`src/rtl/multi_count_block.sv`:
```
// Multi-channel enable counter with runtime-programmable terminal count.
// Each channel emits a one-cycle registered pulse per period, either periodically or as a one-shot.
module multi_count_block #(
    parameter int unsigned N          = 8,
    parameter int unsigned CH         = 2,
    parameter int unsigned DEFAULT_TC = 11
) (
    input  logic            clk,
    input  logic            reset,
    input  logic [CH-1:0]   en,
    input  logic [CH-1:0]   clr,
    input  logic [CH-1:0]   load,
    input  logic [N-1:0]    load_val,
    input  logic [CH-1:0]   mode,
    output logic [CH-1:0]   q,
    output logic [CH-1:0]   done,
    output logic [CH*N-1:0] count
);

    localparam logic [N-1:0] TC_RST = N'(DEFAULT_TC);
    localparam logic [N-1:0] ONE    = N'(1);

    logic [N-1:0]  cnt_q [CH];
    logic [N-1:0]  cnt_d [CH];
    logic [N-1:0]  tc_q  [CH];
    logic [N-1:0]  tc_d  [CH];
    logic [CH-1:0] q_q, q_d;
    logic [CH-1:0] done_q, done_d;

    always_comb begin
        cnt_d  = cnt_q;
        tc_d   = tc_q;
        q_d    = '0;
        done_d = done_q;
        for (int unsigned i = 0; i < CH; i++) begin
            if (clr[i]) begin
                cnt_d[i]  = '0;
                done_d[i] = 1'b0;
            end else if (load[i]) begin
                tc_d[i]   = load_val;
                cnt_d[i]  = '0;
                done_d[i] = 1'b0;
            end else if (en[i] && !done_q[i]) begin
                // tc==0 wraps to all-ones, giving a period of 2^N
                if (cnt_q[i] == tc_q[i] - ONE) begin
                    cnt_d[i] = '0;
                    q_d[i]   = 1'b1;
                    if (mode[i]) begin
                        done_d[i] = 1'b1;
                    end
                end else begin
                    cnt_d[i] = cnt_q[i] + ONE;
                end
            end
        end
    end

    always_ff @(posedge clk or negedge reset) begin
        if (!reset) begin
            for (int unsigned i = 0; i < CH; i++) begin
                cnt_q[i] <= '0;
                tc_q[i]  <= TC_RST;
            end
            q_q    <= '0;
            done_q <= '0;
        end else begin
            cnt_q  <= cnt_d;
            tc_q   <= tc_d;
            q_q    <= q_d;
            done_q <= done_d;
        end
    end

    always_comb begin
        count = '0;
        for (int unsigned i = 0; i < CH; i++) begin
            count[i*N +: N] = cnt_q[i];
        end
    end

    assign q    = q_q;
    assign done = done_q;

endmodule
```
`config.mk`:
```
export PLATFORM = sky130hd
export DESIGN_NAME = multi_count_block
export DESIGN_NICKNAME = d
export VERILOG_FILES = /design/src/rtl/multi_count_block.sv
export SDC_FILE = /design/constraint.sdc
export NUM_CORES = 1
export LEC_CHECK = 0
export CORE_UTILIZATION = 25
export DETAILED_ROUTE_END_ITERATION = 10
export DONT_BUFFER_PORTS = 1
export HOLD_SLACK_MARGIN = 0.06
export PLACE_DENSITY_LB_ADDON = 0.25
export SYNTH_ARGS = -nofsm -noshare
export SYNTH_HDL_FRONTEND = slang
export SYNTH_SLANG_ARGS = --single-unit
```
`constraint.sdc`:
```
create_clock -name clk -period 4.49 [get_ports clk]
set_input_delay 0.898 -clock clk [delete_from_list [all_inputs] [get_ports clk]]
set_output_delay 0.898 -clock clk [all_outputs]
set_load 0.02 [all_outputs]
```
==> impl_metrics.py <==
metrics = {
    "floorplanning": {
        "dieArea_um2": 8860,
        "dieWidth_um": 94.1,
        "std_cell_rows": 33,
        "die_h_um": 94.1,
        "core_area_um2": 8220,
        "num_io_pins": 38,
        "initial_core_util_pct": 25.8,
    },
    "critical_path": {
        "critPathTopFamily": "compound AO/OA/AOI/OAI gates",
        "path_class": "reg2reg",
        "cp_slowest_cell": "a311oi_2",
        "startpoint": "tc_q[0]$_DFFE_PN1P_",
        "arrival_ns": 2.67,
        "cp.buffers_inverters": 1,
        "cp_cell_sequence": "inv_1 > ha_1 > or3b_1 > nor4_1 > o2111ai_1 > a311oi_2 > a2111oi_0",
        "endpoint": "count[15]$_DFFE_PN0P_",
        "cp.required_ns": 4.62,
        "crit_fanout": 10,
        "crit_path_start_kind": "flop",
        "rr_startpoint": "tc_q[0]$_DFFE_PN1P_",
        "r2r_end": "count[15]$_DFFE_PN0P_",
        "end_kind": "flop",
        "crit_path_max_incr_delay_ns": 0.68,
        "ff2ff_setup_slack_ns": 1.95,
        "path_depth": 7,
        "r2r_cells": 7,
    },
    "sta": {
        "fin_crit_ns": 2.54,
        "final_hold_viol_count": 0,
        "setup_viol": 0,
        "worst_slew_pin_slew_ns": 0.817,
        "setup_tns_ns": 0,
        "rsz0062_at_grt": "no",
        "skew_ns": 0.0123,
        "fmax_mhz": 393,
        "fin_hold_ws_ns": 0.287,
        "max-slew-margin-rel_pct": 45.4,
        "slew_violations": 0,
        "fin_crit_sh_pct": 56.6,
    },
    "job": {
        "maxCapViolations": 0,
    },
    "cells_and_area": {
        "diodes": 0,
        "register_area_um2": 908,
        "final_cell_mix": "dfrtp_1, nand2_1, xnor2_1, o21ai_0, inv_1",
        "fin_nets": 233,
        "final_cell_area_um2": 2310,
        "multiInputGateArea_um2": 1130,
        "final_common_cell": "dfrtp_1",
        "syn2layout_area_growth_pct": 8.91,
        "layout-drive-gt1-share_pct": 14.2,
        "n_fill_cell": 849,
    },
    "detailed_routing": {
        "detail-route-antenna-nets": 0,
        "drc_errors": 0,
        "drt-total-wl_um": 4810,
        "routed_via_density": 5.09,
        "vias": 1612,
        "drt_first_iter_violations": 66,
        "dr.pass1.iters": 4,
        "drt-wirelength-per-cell_um": 15.2,
    },
    "cts": {
        "clkTransAtPathRegs_ns": 0.09,
        "clock-root-buffer": "clkbuf_8",
        "tritoncts": "yes",
        "cts_max_level": 2,
        "cts_buffers": 5,
        "postCtsSetupBuffers": 0,
        "ctsHoldBuffers": 0,
        "cts_num_sinks": 36,
        "cts_buffer_depth": 2,
        "clk-insertion-delay-late_ns": 0.29,
        "ctsResizeCount": 0,
    },
    "yosys": {
        "yosysWarningCount": 0,
        "async_reset_ff_share_pct": 100,
        "synth_edf_count": 0,
        "synth_area_per_cell_um2": 10.0,
        "synth_top_flop_cell": "dfrtp_1",
        "ys_seq_elements": 36,
        "synth_area_um2": 2120,
        "ys_seq_area_share_pct": 42.8,
        "synth_nets": 234,
        "yosysUniqueCellTypes": 47,
        "synth_cells": 212,
    },
    "placement": {
        "port_buffers": 0,
        "gp_congestion": 0.734,
        "place_area_um2": 2220,
        "hpwl_um": 3540,
    },
    "global_route": {
        "grt_pass1_vias": 1574,
        "grtUsageTotal_pct": 11.8,
        "grt_max_degree": 37,
        "antenna_found_initial": 0,
        "grt_overflow": 0,
        "grt_pass1_wl_um": 8090,
    },
    "min_path": {
        "hold_class": "in2async",
    },
    "power_and_ir_drop": {
        "ir_drop_uv": 119,
        "p_per_area_nw_per_um2": 318,
        "finalPower_mw": 0.735,
        "cellLeakagePower_nw": 0.875,
    },
    "run_status": {
        "status": "complete, no violations",
    },
}
power by group:
| part | internal, mW | leakage [nW] | switching (mW) | total (mW) |
|---|---|---|---|---|
| clock network | 0.110 | 0.0404 | 0.130 | 0.240 |
| registers | 0.352 | 0.460 | 0.0345 | 0.386 |
| logic | 0.0547 | 0.375 | 0.0542 | 0.109 |
| total | 0.516 | 0.875 | 0.219 | 0.735 |
metrics by stage:
stage | std cells | util [%] | worst slack, ns
3_5_place_dp | 309 | 27.0 | 1.91
4_1_cts | 317 | 28.1 | 1.94
5_1_grt | 317 | 28.1 | 1.76
6_report | 317 | 28.1 | 1.95
2_1_floorplan | 212 | - | 2.34
3_3_place_gp | 309 | 27.0 | 2.00
how the worst min path moves through the flow:
stage               slack, ns           startpoint                    to
finish                   0.29                reset  count[0]$_DFFE_PN0P_
global route             0.26                reset  count[0]$_DFFE_PN0P_
CTS                      0.27                reset  count[0]$_DFFE_PN0P_
detailed placement       0.52  tc_q[7]$_DFFE_PN0P_   tc_q[7]$_DFFE_PN0P_
global placement         0.52  tc_q[7]$_DFFE_PN0P_   tc_q[7]$_DFFE_PN0P_
floorplan                0.49  tc_q[9]$_DFFE_PN1P_   tc_q[9]$_DFFE_PN1P_
layout make-up:
class | count | share of cell area, %
tap | 105 | 5.69
timing repair buffer | 1 | 0.325
clock inverter | 3 | 1.03
sequential | 36 | 39.3
multi-input combinational | 156 | 48.9
clock buffer | 5 | 2.98
inverter | 11 | 1.79
cells in the mapped netlist (all sizes together), types with 2 or more instances:
cell type / instances / share of area, %
clkbuf: 7 / 1.2
nand4: 4 / 1.2
nor2: 7 / 1.2
or3b: 2 / 0.83
or4: 2 / 0.89
nor4b: 2 / 0.83
and3: 6 / 1.8
a21o: 2 / 0.71
mux2i: 2 / 0.94
xor2: 9 / 3.7
nor2b: 4 / 1.2
nor3: 7 / 1.7
nand4b: 2 / 0.83
a211oi: 10 / 3.5
nand3: 7 / 1.7
xnor2: 15 / 6.2
mux2: 10 / 5.3
ha: 4 / 2.4
dfrtp: 30 / 35
inv: 11 / 1.9
nand2b: 2 / 0.59
dfstp: 6 / 7.4
o31ai: 2 / 0.71
a22o: 2 / 0.83
nor4: 4 / 1.9
a2111oi: 4 / 1.7
a31oi: 2 / 0.59
o21ai: 15 / 3.5
nand2: 16 / 2.8
o2111ai: 2 / 0.83
buf: 2 / 0.77
metal layers:
metal	vias to the layer above	GRT usage, %	share of wire (%)
li1	782	-	-
met1	792	15.7	46
met2	33	17.6	46
met3	5	4.29	6.6
met4	0	3.97	1.2
met5	-	0	0
cell families (layout without fill, tap and decap cells):
kind of cell	Yosys count	in the layout	share of synthesized area [%]
buf+inv	20	20	3.95
xor+xnor	24	24	9.91
flops	36	36	42.8
fa+ha+maj	4	4	2.36
compound gates	48	48	16.4
mux	12	12	6.25
simple gates	68	68	18.3
worst reg2reg max path: stages (launching register included):
cell	delay [ns]
dfstp_2	0.40
inv_1	0.07
ha_1	0.19
or3b_1	0.40
nor4_1	0.22
o2111ai_1	0.18
a311oi_2	0.68
a2111oi_0	0.24
state kept, by name, summed over array words and instances (netlist names):
name	count
q	2
count	16
done	2
tc_q	16
(Power assumes the default switching activity.)
